## config.mk

```make
export PLATFORM = sky130hd
export DESIGN_NAME = glb_proc_bridge
export DESIGN_NICKNAME = d
export VERILOG_FILES = /design/src/rtl/global_buffer_param.sv /design/src/rtl/global_buffer_pkg.sv /design/src/rtl/glb_proc_bridge_rd_tracker.sv /design/src/rtl/glb_proc_bridge.sv
export SDC_FILE = /design/constraint.sdc
export NUM_CORES = 1
export LEC_CHECK = 0
export ABC_AREA = 0
export BUFFER_PORTS_ARGS = -buffer_cell sky130_fd_sc_hd__buf_2
export CAP_MARGIN = 40
export CELL_PAD_IN_SITES_DETAIL_PLACEMENT = 0
export CELL_PAD_IN_SITES_GLOBAL_PLACEMENT = 1
export CORE_AREA = 5 5 218 220
export CTS_BUF_LIST = sky130_fd_sc_hd__clkbuf_2 sky130_fd_sc_hd__clkbuf_4 sky130_fd_sc_hd__clkbuf_8
export DETAILED_ROUTE_END_ITERATION = 12
export DIE_AREA = 0 0 223 225
export GPL_TIMING_DRIVEN = 0
export PLACE_DENSITY = 0.49
export REMOVE_ABC_BUFFERS = 1
export SYNTH_ARGS = -nofsm -noshare
export SYNTH_HDL_FRONTEND = slang
export SYNTH_HIERARCHICAL = 1
export SYNTH_SLANG_ARGS = --single-unit
export TNS_END_PERCENT = 5
```

## constraint.sdc

```tcl
create_clock -name clk -period 5.3 [get_ports clk]
set_clock_uncertainty 0.1 [all_clocks]
set_input_delay 0.53 -clock clk [delete_from_list [all_inputs] [get_ports clk]]
set_output_delay 0.53 -clock clk [all_outputs]
set_load 0.1 [all_outputs]
```

## src/rtl/global_buffer_param.sv

```systemverilog
// Global buffer shared constants: address, data and strobe widths
// of the processor packet chain plus the read-timeout fill pattern.
package global_buffer_param;

    localparam int GLB_ADDR_WIDTH  = 22;
    localparam int BANK_DATA_WIDTH = 64;
    localparam int BANK_STRB_WIDTH = BANK_DATA_WIDTH / 8;

    // Data returned to the processor when a read is abandoned on timeout.
    localparam logic [BANK_DATA_WIDTH-1:0] RD_TIMEOUT_DATA =
        64'hDEAD_BEEF_DEAD_BEEF;

endpackage

```

## src/rtl/global_buffer_pkg.sv

```systemverilog
// Global buffer processor packet types (write, read request, read
// response) and the bridge read-tracker state encoding.
package global_buffer_pkg;

    import global_buffer_param::*;

    typedef struct packed {
        logic                       wr_en;
        logic [BANK_STRB_WIDTH-1:0] wr_strb;
        logic [GLB_ADDR_WIDTH-1:0]  wr_addr;
        logic [BANK_DATA_WIDTH-1:0] wr_data;
    } wr_packet_t;

    typedef struct packed {
        logic                      rd_en;
        logic [GLB_ADDR_WIDTH-1:0] rd_addr;
    } rdrq_packet_t;

    typedef struct packed {
        logic                       rd_data_valid;
        logic [BANK_DATA_WIDTH-1:0] rd_data;
    } rdrs_packet_t;

    typedef struct packed {
        wr_packet_t   wr;
        rdrq_packet_t rdrq;
        rdrs_packet_t rdrs;
    } packet_t;

    typedef enum logic [0:0] {
        RD_IDLE = 1'b0,
        RD_WAIT = 1'b1
    } rd_state_e;

endpackage

```

## src/rtl/glb_proc_bridge_rd_tracker.sv

```systemverilog
// Outstanding-read tracker: RD_WAIT state, saturating wait counter,
// timeout compare, response capture and sticky late-response flag.
//   clk, reset         : clock, synchronous active-high reset
//   i_rd_accept        : read request accepted this cycle
//   i_rsp_valid/_data  : read response from the packet chain
//   i_cfg_rd_timeout   : wait limit in cycles, 0 disables
//   o_busy             : a read is outstanding (writes must stall)
//   o_rd_data/_valid   : registered response to the processor
//   o_rd_err           : response was produced by timeout
//   o_late_rsp         : sticky, response seen with no read pending
module glb_proc_bridge_rd_tracker
    import global_buffer_param::*;
    import global_buffer_pkg::*;
#(
    parameter int DATA_WIDTH    = BANK_DATA_WIDTH,
    parameter int TIMEOUT_WIDTH = 12
) (
    input  logic                     clk,
    input  logic                     reset,
    input  logic                     i_rd_accept,
    input  logic                     i_rsp_valid,
    input  logic [DATA_WIDTH-1:0]    i_rsp_data,
    input  logic [TIMEOUT_WIDTH-1:0] i_cfg_rd_timeout,
    output logic                     o_busy,
    output logic [DATA_WIDTH-1:0]    o_rd_data,
    output logic                     o_rd_data_valid,
    output logic                     o_rd_err,
    output logic                     o_late_rsp
);

    rd_state_e                r_state;
    rd_state_e                w_state_nxt;
    logic [TIMEOUT_WIDTH-1:0] r_cnt;
    logic                     w_timeout;
    logic                     w_done;
    logic                     w_err;
    logic [DATA_WIDTH-1:0]    w_data;
    logic                     w_late;
    logic [DATA_WIDTH-1:0]    r_rd_data;
    logic                     r_rd_data_valid;
    logic                     r_rd_err;
    logic                     r_late_rsp;

    // ">=" rather than "==": if the limit is lowered below a count that
    // has already passed it, the saturating counter would never match.
    assign w_timeout = (i_cfg_rd_timeout != '0) &&
                       (r_cnt >= (i_cfg_rd_timeout - TIMEOUT_WIDTH'(1)));

    always_ff @(posedge clk) begin
        if (reset) begin
            r_state <= RD_IDLE;
        end else begin
            r_state <= w_state_nxt;
        end
    end

    always_comb begin
        w_state_nxt = r_state;
        w_done      = 1'b0;
        w_err       = 1'b0;
        w_data      = i_rsp_data;
        w_late      = 1'b0;
        unique case (r_state)
            RD_IDLE: begin
                w_late = i_rsp_valid;
                if (i_rd_accept) begin
                    w_state_nxt = RD_WAIT;
                end
            end
            RD_WAIT: begin
                // A real response beats a timeout in the same cycle.
                if (i_rsp_valid) begin
                    w_state_nxt = RD_IDLE;
                    w_done      = 1'b1;
                end else if (w_timeout) begin
                    w_state_nxt = RD_IDLE;
                    w_done      = 1'b1;
                    w_err       = 1'b1;
                    w_data      = DATA_WIDTH'(RD_TIMEOUT_DATA);
                end
            end
            default: begin
                w_state_nxt = RD_IDLE;
            end
        endcase
    end

    // Counter is zero throughout IDLE so it starts at 0 on the first
    // RD_WAIT cycle, then climbs and sticks at all-ones.
    always_ff @(posedge clk) begin
        if (reset) begin
            r_cnt <= '0;
        end else if (r_state == RD_IDLE) begin
            r_cnt <= '0;
        end else if (r_cnt != '1) begin
            r_cnt <= r_cnt + TIMEOUT_WIDTH'(1);
        end
    end

    always_ff @(posedge clk) begin
        if (reset) begin
            r_rd_data       <= '0;
            r_rd_data_valid <= 1'b0;
            r_rd_err        <= 1'b0;
            r_late_rsp      <= 1'b0;
        end else begin
            r_rd_data_valid <= w_done;
            r_rd_err        <= w_err;
            r_late_rsp      <= r_late_rsp | w_late;
            if (w_done) begin
                r_rd_data <= w_data;
            end
        end
    end

    assign o_busy          = (r_state == RD_WAIT);
    assign o_rd_data       = r_rd_data;
    assign o_rd_data_valid = r_rd_data_valid;
    assign o_rd_err        = r_rd_err;
    assign o_late_rsp      = r_late_rsp;

endmodule

```

## src/rtl/glb_proc_bridge.sv

```systemverilog
// Processor-side initiator of the global buffer packet chain, west of
// tile 0: turns processor write/read requests into wr/rdrq packets.
//   clk, reset            : clock, synchronous active-high reset
//   proc_wr_*/proc_rd_*   : processor requests, held until acked
//   proc_wr_ack/rd_ack    : one-cycle accept pulses
//   proc_rd_data/_valid   : read response, proc_rd_err on timeout
//   cfg_rd_timeout        : read wait limit, 0 disables
//   packet_w2e_esto       : packet to tile 0 (wr, rdrq; rdrs = 0)
//   packet_e2w_esti       : packet from tile 0 (rdrs only)
//   late_rsp_flag         : sticky unsolicited-response indicator
module glb_proc_bridge
    import global_buffer_param::*;
    import global_buffer_pkg::*;
#(
    parameter int ADDR_WIDTH    = GLB_ADDR_WIDTH,
    parameter int DATA_WIDTH    = BANK_DATA_WIDTH,
    parameter int STRB_WIDTH    = BANK_STRB_WIDTH,
    parameter int TIMEOUT_WIDTH = 12
) (
    input  logic                     clk,
    input  logic                     reset,
    input  logic                     proc_wr_en,
    input  logic [STRB_WIDTH-1:0]    proc_wr_strb,
    input  logic [ADDR_WIDTH-1:0]    proc_wr_addr,
    input  logic [DATA_WIDTH-1:0]    proc_wr_data,
    input  logic                     proc_rd_en,
    input  logic [ADDR_WIDTH-1:0]    proc_rd_addr,
    output logic                     proc_wr_ack,
    output logic                     proc_rd_ack,
    output logic [DATA_WIDTH-1:0]    proc_rd_data,
    output logic                     proc_rd_data_valid,
    output logic                     proc_rd_err,
    input  logic [TIMEOUT_WIDTH-1:0] cfg_rd_timeout,
    output packet_t                  packet_w2e_esto,
    input  packet_t                  packet_e2w_esti,
    output logic                     late_rsp_flag
);

    logic         w_busy;
    logic         w_wr_acc;
    logic         w_rd_acc;
    wr_packet_t   w_wr_nxt;
    rdrq_packet_t w_rdrq_nxt;
    wr_packet_t   r_wr;
    rdrq_packet_t r_rdrq;
    logic         w_unused_e2w;

    // Write wins a tie; while a read is outstanding nothing is
    // accepted, which keeps a later write behind the pending read.
    assign w_wr_acc = !reset && !w_busy && proc_wr_en;
    assign w_rd_acc = !reset && !w_busy && proc_rd_en && !proc_wr_en;

    assign proc_wr_ack = w_wr_acc;
    assign proc_rd_ack = w_rd_acc;

    always_comb begin
        w_wr_nxt   = '0;
        w_rdrq_nxt = '0;
        unique case (1'b1)
            w_wr_acc: begin
                w_wr_nxt.wr_en   = 1'b1;
                w_wr_nxt.wr_strb = proc_wr_strb;
                w_wr_nxt.wr_addr = proc_wr_addr;
                w_wr_nxt.wr_data = proc_wr_data;
            end
            w_rd_acc: begin
                w_rdrq_nxt.rd_en   = 1'b1;
                w_rdrq_nxt.rd_addr = proc_rd_addr;
            end
            default: begin
            end
        endcase
    end

    // Packets are single-cycle: fields are zero unless a request was
    // accepted in the previous cycle.
    always_ff @(posedge clk) begin
        if (reset) begin
            r_wr   <= '0;
            r_rdrq <= '0;
        end else begin
            r_wr   <= w_wr_nxt;
            r_rdrq <= w_rdrq_nxt;
        end
    end

    assign packet_w2e_esto = {r_wr, r_rdrq, rdrs_packet_t'('0)};

    // Write and read-request lanes of the returning packet belong to
    // other initiators and are ignored here.
    assign w_unused_e2w = ^{packet_e2w_esti.wr, packet_e2w_esti.rdrq};

    glb_proc_bridge_rd_tracker #(
        .DATA_WIDTH    (DATA_WIDTH),
        .TIMEOUT_WIDTH (TIMEOUT_WIDTH)
    ) u_rd_tracker (
        .clk              (clk),
        .reset            (reset),
        .i_rd_accept      (w_rd_acc),
        .i_rsp_valid      (packet_e2w_esti.rdrs.rd_data_valid),
        .i_rsp_data       (packet_e2w_esti.rdrs.rd_data),
        .i_cfg_rd_timeout (cfg_rd_timeout),
        .o_busy           (w_busy),
        .o_rd_data        (proc_rd_data),
        .o_rd_data_valid  (proc_rd_data_valid),
        .o_rd_err         (proc_rd_err),
        .o_late_rsp       (late_rsp_flag)
    );

endmodule

```

== After elaboration in Yosys (flattened, before gate mapping) ==
Cells that the tools add are included.

* Output and inout port bits: 252
* Logic and storage cells: 46
* Register bits after elaboration: 198
* Input bits: 315

* Order comparisons: 1
* Mux-type cells: 13
* Add/sub/neg operators: 2
* Bitwise operators: 4
* Reductions and logical operators: 13
* Equality and inequality tests: 1

{| class="wikitable"
|+ Operators by type and width
! kind !! count
|-
| $mux W64 || 3
|-
| $mux W95 || 1
|-
| $mux W23 || 1
|-
| $add A12 B1 Y12 const B || 1
|-
| $ge A12 B12 Y1 || 1
|-
| $ne A12 B12 Y1 const B || 1
|-
| $reduce_bool A12 Y1 || 1
|-
| $sub A12 B1 Y12 const B || 1
|-
| $mux W1 || 7
|-
| $reduce_or A2 Y1 || 3
|-
| $logic_and A1 B1 Y1 || 5
|-
| $logic_not A1 Y1 || 3
|-
| $not A1 Y1 || 3
|-
| $reduce_or A3 Y1 || 1
|-
| $pmux W1 S2 || 1
|-
| $or A1 B1 Y1 || 1
|}

== Depth between registers and ports, before layout ==
Gate-level depths: netlist of the first run.

* Word-level depth: 6
* Depth in mapped cells: 13
* Mapped depth without buffers: 11

== By module ==
The synthesis of the first run kept the hierarchy.

{| class="wikitable"
|+ Modules (own cells, without submodules)
! module !! area an instance (µm²) !! cells each !! times used
|-
| glb_proc_bridge || 3,699.8 || 316 || 1
|-
| glb_proc_bridge_rd_tracker || 3,697.3 || 422 || 1
|}

== Worst setup path after synthesis of the first run ==
Ideal clock, no wire load.

* Path type: in2reg
* Start point: in cfg_rd_timeout[6]
* End point: reg u_rd_tracker.r_rd_data[0] (netlist: u_rd_tracker/o_rd_data[0])
* Stages on the path: 11
* Required time: 5.084 ns
* Library setup time: 0.116 ns
* Setup slack: 2.465 ns
* Path buffers: 2
* Arrival: 2.619 ns
* Cells stage by stage: or4_4 > nor3_1 > xnor2_1 > ha_1 > a21oi_1 > o21a_1 > o21bai_1 > a21o_1 > buf_6 > buf_2 > o21a_1

* Cells in the longest elaborated chain, start to end: 6
* Elaborated cells on any way between the ends: 10

{| class="wikitable"
|+ Ends and longest elaborated chain
! item !! line !! RTL
|-
| start: declaration || glb_proc_bridge.sv:33 || <nowiki>input logic [TIMEOUT_WIDTH-1:0] cfg_rd_timeout,</nowiki>
|-
| $sub A12 B1 Y12 || glb_proc_bridge_rd_tracker.sv:47 || <nowiki>(r_cnt >= (i_cfg_rd_timeout - TIMEOUT_WIDTH'(1)));</nowiki>
|-
| $ge A12 B12 Y1 || glb_proc_bridge_rd_tracker.sv:47 ||
|-
| $logic_and A1 B1 Y1 * || glb_proc_bridge_rd_tracker.sv:46 || <nowiki>assign w_timeout = (i_cfg_rd_timeout != '0) &&</nowiki>
|-
| $mux W64 or $mux W1 (tied branches) || glb_proc_bridge_rd_tracker.sv:75 || <nowiki>end else if (w_timeout) begin</nowiki>
|-
| $mux W64 or $mux W1 (tied branches) || glb_proc_bridge_rd_tracker.sv:72 || <nowiki>if (i_rsp_valid) begin</nowiki>
|-
| $mux W64 or $mux W1 (tied branches) || glb_proc_bridge_rd_tracker.sv:63 || <nowiki>unique case (r_state)</nowiki>
|-
| end signal: assignment || glb_proc_bridge_rd_tracker.sv:111 || <nowiki>r_rd_data <= w_data;</nowiki>
|-
| end: declaration || glb_proc_bridge_rd_tracker.sv:39 || <nowiki>logic [DATA_WIDTH-1:0] r_rd_data;</nowiki>
|}

Every way passes the cells marked *; elsewhere a longest branch is shown, timed or not.
A chain may end at the register's enable or synchronous reset.

== Final worst setup path of the first run ==
* Start point: reg u_rd_tracker.r_state (netlist: u_rd_tracker/o_busy)
* End point: out proc_wr_ack

* Cells in the longest elaborated chain, start to end: 3

{| class="wikitable"
|+ Ends and longest elaborated chain
! item !! line !! RTL
|-
| start: declaration || glb_proc_bridge_rd_tracker.sv:31 || <nowiki>rd_state_e r_state;</nowiki>
|-
| start signal: assignment || glb_proc_bridge_rd_tracker.sv:53 || <nowiki>r_state <= w_state_nxt;</nowiki>
|-
| $logic_not A1 Y1 || glb_proc_bridge.sv:50 || <nowiki>assign w_wr_acc = !reset && !w_busy && proc_wr_en;</nowiki>
|-
| $logic_and A1 B1 Y1 (2 in series) || glb_proc_bridge.sv:50 ||
|-
| end: declaration || glb_proc_bridge.sv:28 || <nowiki>output logic proc_wr_ack,</nowiki>
|}

Every way passes these cells.

==> qor.csv, run 1 <==
metric,value,unit
buffers added on ports,383,
Avg Inst Size Synth,10.02,sq um
GRT overflow,0,
Worst Hold Depth,2,
placed cells,1685,
Vias,6748,
top cell type's share of synthesized area,53.59,%
hold buffers post-CTS,102,
Final HPWL DP,22030,microns
Worst Hold End,packet_w2e_esto[123],
cell family contributing the most delay on the critical path,buffers and inverters,
Synth Cell Area,7397,sq um
fin cells,1826,
Leak,5.275,nW
DR WL/cell,16.01,microns
Slowest cell on crit path,nor3b_4,
setup slack after placement,1.399,ns
Slew HR,51.13,%
post-cts sizing count,0,
"Hold Vio Cnt, Final",0,
Least-Margin Pin Slew,0.7264,ns
HP Start,proc_wr_data[35],
MaxCap Viol Count,0,
maximum vdd drop,0.2318,mV
ys flop type,dfxtp_1,
total power,3.397,mW
CP startpoint kind,flip-flop,
Root Buffer,clkbuf_8,
Required @ worst endpoint,4.67,ns
Nets,1536,
First DRT Iteration DRCs,271,
DRT Pass-1 Iters,4,
Synth cell types,44,
Clock Latency Late Sink,0.54,ns
Post-DRT Antenna Nets,0,
Worst EP arrival,2.68,ns
number of global-route vias before repair,6868,
"commonest non-fill, non-tap cell in the layout",buf_2,
DRC viols,0,
pin count of the biggest net entering global routing,60,
"most used cell, CP",buf_8,
io pins,567,
flop2flop setup slack,2.90,ns
Sink Count,198,
vias per inst,3.696,
Pwr Density,302.4,nW/um^2
worst reg2reg startpoint,u_rd_tracker/r_cnt[0],
Syn Inst Count,738,
gr usage total,11.47,%
setup ws final,1.986,ns
CP max stage delay,0.51,ns
crit path time final,3.314,ns
Detailed Route WL,29240,microns
"area leader, netlist",dfxtp_1,
Die H,225,microns
Post-CTS Setup Inserts,0,
Initial Util,16.41,%
initial antenna violation count,6,
total CTS buffers,17,
Max clock buf depth,2,
share of cells above drive strength 1,35.39,%
global-route wire length before repair,43130,microns
HP Class,in2reg,
area occupied by multi-input gates,2974,sq um
worst-path cell chain,buf_16 -> nor3b_4 -> buf_8 -> buf_8 -> buf_2,
status,finished clean,
TritonCTS clock tree,done,
reg2reg end,u_rd_tracker/o_rd_data[46],
gpl congestion,0.7297,
"Slew Viols, Final",0,
core area,45090,sq um
yosys warns,6,
unrepaired setup endpoints after global routing,false,
H-tree Lvls,4,
CP endpoint kind,output pin,
max frequency,0.3018,GHz
Reg area,3968,sq um
clock slew at reported path FFs,0.11,ns
row count,78,
synthesized flop and latch total,198,
die span in x,223,microns
most frequent cells in the layout,"buf_2 (382), dfxtp_1 (197), and2_1 (120), dlygate4sd3_1 (102), conb_1 (65)",
asr flop ratio synth,0,%
Bufs and invs on worst path,4,
CP max FO,39,
FILL cells,4904,
endpoints failing setup,0,
Worst Setup Path Type,reg2out,
Syn-to-layout area delta,51.86,%
ranking of synthesized cells by area,"dfxtp_1 (54%), and2_1 (10%), buf_4 (6.6%)",
sequential fraction of the synthesis area,53.59,%
DIE AREA,50180,sq um
FF-to-FF path depth,8,
period utilization,62.52,%
number of flops mapped to enable cells by yosys,0,
-- routing by layer --
| metal | GRT usage [%] | vias up | part of all wire [%] | routed length [microns] |
|---|---|---|---|---|
| li1 | - | 3308 | - | - |
| met1 | 13.88 | 3122 | 43 | 12580 |
| met2 | 16.94 | 287 | 44 | 12930 |
| met3 | 6.318 | 29 | 11 | 3141 |
| met4 | 4.664 | 2 | 1.9 | 570 |
| met5 | 0 | - | 0.044 | 13 |
-- report_power, final --
group          leakage (nW)  switching, mW  internal (mW)  total, mW
Clock                 0.188          0.617          0.364      0.981
Sequential             1.61         0.0203           1.53       1.55
Combinational          3.47          0.675          0.189      0.864
Total                  5.28           1.31           2.09       3.40
-- registers in the layout (all words and copies together), names as in the netlist --
name	count
packet_w2e_esto	118
u_rd_tracker/o_busy	1
u_rd_tracker/o_late_rsp	1
u_rd_tracker/o_rd_data	64
u_rd_tracker/o_rd_data_valid	1
u_rd_tracker/o_rd_err	1
u_rd_tracker/r_cnt	12
-- cell usage after synthesis, drive strengths merged (2+ instances only) --
master  count
o21ai       3
nor2b       2
and3        3
o22ai      48
nor3        3
xnor2       8
a311oi     17
dfxtp     198
a21oi      26
buf        76
nor4        2
o21a       49
a21o        2
xor2       11
and2      120
nand2b      3
nand3       5
nor4b       3
nand4       5
ha         15
nor3b       2
mux2i       2
inv         4
nand2      24
clkbuf     34
nor2       62
-- how the worst max path moves through the flow --
stage / start / to / slack [ns] / cells after the start
CTS: u_rd_tracker/o_busy / proc_wr_ack / 1.79 / 5
global route: u_rd_tracker/o_busy / proc_wr_ack / 1.72 / 5
detailed placement: cfg_rd_timeout[2] / u_rd_tracker/o_rd_data[14] / 1.40 / 11
floorplan: cfg_rd_timeout[2] / u_rd_tracker/o_rd_data[17] / 1.70 / 10
finish: u_rd_tracker/o_busy / proc_wr_ack / 1.99 / 5
global placement: u_rd_tracker/o_busy / u_rd_tracker/o_rd_data[21] / -0.94 / 4
-- metrics by stage --
stage	area [sq um]	util (%)	hold WS [ns]	setup TNS, ns
after floorplan	6943	-	0.4000	0
after global placement	9610	21.31	0.3525	-52.47
after detailed placement	9816	21.77	0.3685	0
after CTS	11210	24.87	0.0002802	0
after global routing	11220	24.89	0.03258	0
final	11230	24.91	0.09514	0
-- logic make-up (layout without fill, tap and decap cells) --
group                    count (synthesis)  count (layout)  share of synthesized area [%]
AO/OA/AOI/OAI                          151             151                          13.95
adder cells (fa/ha/maj)                 15              15                          2.537
buffers and inverters                  114             530                          9.590
XOR/XNOR                                19              19                          2.250
other                                    1              73                        0.05070
flip-flops                             198             198                          53.59
multiplexers                             2               2                         0.2706
AND/OR/NAND/NOR                        238             238                          17.76
-- cell type report --
type	instances	area share (%)
multi-input cells	490	26.48
flip-flops and latches	198	35.32
well taps	600	6.683
repair buffers	495	27.86
diodes	8	0.1782
clock buffers	19	2.328
clock inverters	12	1.025
inverters	4	0.1337
No activity file was read; power rests on OpenSTA's default activity.
==> run 2, diff against run 1 <==
Settings changed: PLACE_DENSITY 0.49 to 0.51.
Clock period 5.3 ns to 2.7 ns, I/O delays scaled along.
==> qor.csv, run 2 (synthesized netlist as in run 1, its figures left out) <==
metric,value,unit
"commonest non-fill, non-tap cell in the layout",buf_2,
total CTS buffers,17,
First DRT Iteration DRCs,190,
Final HPWL DP,21470,microns
pin count of the biggest net entering global routing,59,
Pwr Density,550.8,nW/um^2
Least-Margin Pin Slew,0.6957,ns
Vias,7095,
max frequency,0.3887,GHz
Sink Count,198,
io pins,567,
global-route wire length before repair,43610,microns
TritonCTS clock tree,done,
share of cells above drive strength 1,33.79,%
gr usage total,11.44,%
Initial Util,16.41,%
period utilization,95.30,%
HP Class,in2reg,
crit path time final,2.573,ns
CP max FO,15,
maximum vdd drop,0.4325,mV
Detailed Route WL,30140,microns
Worst EP arrival,2.91,ns
Nets,1640,
buffers added on ports,383,
number of global-route vias before repair,7328,
max reg flops,118,
Max clock buf depth,2,
row count,78,
endpoints failing setup,0,
Root Buffer,clkbuf_8,
worst-path cell chain,buf_2 -> nor4_2 -> clkdlybuf4s18_2 -> nand3_2 -> nor2_1 -> xnor2_1 -> ha_1 -> a41o_1 -> a21oi_2 -> o31ai_4 -> a21o_4 -> buf_12 -> o21a_1,
GRT overflow,0,
clock slew at reported path FFs,0.11,ns
Die H,225,microns
DRC viols,0,
worst hold slack,0.2712,ns
Syn-to-layout area delta,67.27,%
DR WL/cell,15.66,microns
Required @ worst endpoint,3.04,ns
Post-DRT Antenna Nets,0,
DRT Pass-1 Iters,4,
gpl congestion,0.7875,
H-tree Lvls,4,
DIE AREA,50180,sq um
unrepaired setup endpoints after global routing,false,
MaxCap Viol Count,0,
Worst Setup Path Type,in2reg,
Slew HR,53.62,%
Final TNS setup,0,ns
CP endpoint kind,flip-flop,
Clock Latency Late Sink,0.55,ns
core area,45090,sq um
CP startpoint kind,input port,
status,finished clean,
vias per inst,3.686,
setup slack after placement,-0.9518,ns
Slowest cell on crit path,clkdlybuf4s18_2,
CP max stage delay,0.29,ns
Leak,5.782,nW
most frequent cells in the layout,"buf_2 (381), dlygate4sd3_1 (197), dfxtp_1 (197), and2_1 (120), conb_1 (65)",
die span in x,223,microns
"Slew Viols, Final",0,
setup ws final,0.1270,ns
initial antenna violation count,7,
"Hold Vio Cnt, Final",0,
run 2: cell count changes in the layout (fill, tap and decap cells not counted), sizes merged:
cell / previous run / this run
clkbuf: 19 / 17
inv: 10 / 11
clkinvlp: 2 / 1
a21o: 2 / 6
buf: 393 / 397
dlygate4sd3: 102 / 197
clkdlybuf4s18: 0 / 1
diode: 8 / 2
clkinv: 4 / 7
run 2: area by class of cell:
type | instances | area, sq um
clock inverters | 15 | 160.2
flip-flops and latches | 198 | 3968
inverters | 4 | 15.01
diodes | 2 | 5.005
fillers | 4873 | 32720
clock buffers | 17 | 234.0
well taps | 600 | 750.7
multi-input cells | 494 | 3087
repair buffers | 595 | 4154
run 2: repair_timing:
item	4_1_cts	5_1_grt
setup buffers	1	4
gates cloned	1	3
endpoints found under the setup margin	67	65
gates resized for setup	6	9
hold buffers	197	0
pin swaps	2	4
hold endpoints to repair	185	0
run 2: layer usage:
metal | vias to the layer above | share of wire, % | global-route usage [%]
met5 | - | 0.070 | 0
met4 | 4 | 2.0 | 4.486
met3 | 37 | 9.6 | 5.549
met2 | 294 | 47 | 18.47
met1 | 3235 | 41 | 13.11
li1 | 3525 | - | -
run 2: stage by stage:
step	cell area [sq um]	utilization (%)	power [mW]	std cells
finish	12370	27.44	6.815	1925
global route	12370	27.44	7.153	1925
CTS	12220	27.11	6.970	1916
detailed placement	9812	21.76	4.688	1685
global placement	9610	21.31	4.663	1675
floorplan	6943	-	4.322	692
run 2: worst paths after layout:
path	cells past startpoint	from	slack (ns)	to
worst max register to register	7	u_rd_tracker/o_busy	0.30	u_rd_tracker/o_rd_data[60]
worst min register to register	1	u_rd_tracker/o_rd_data[13]	0.40	u_rd_tracker/o_rd_data[13]
worst max-delay path	13	cfg_rd_timeout[2]	0.13	u_rd_tracker/o_rd_data[5]
worst min-delay path	4	reset	0.27	u_rd_tracker/o_rd_data[1]
run 2: critical path: cells and delay by family:
family / cells / cell delay, ns
buf+inv: 3 / 0.57
simple gates: 3 / 0.53
xor+xnor: 1 / 0.14
compound gates: 5 / 1.08
fa+ha+maj: 1 / 0.29
run 2: where the power goes:
group	internal (mW)	leakage, nW	switching (mW)
sequential	3.01	1.61	0.0361
combinational	0.473	3.97	1.36
clock	0.691	0.196	1.24
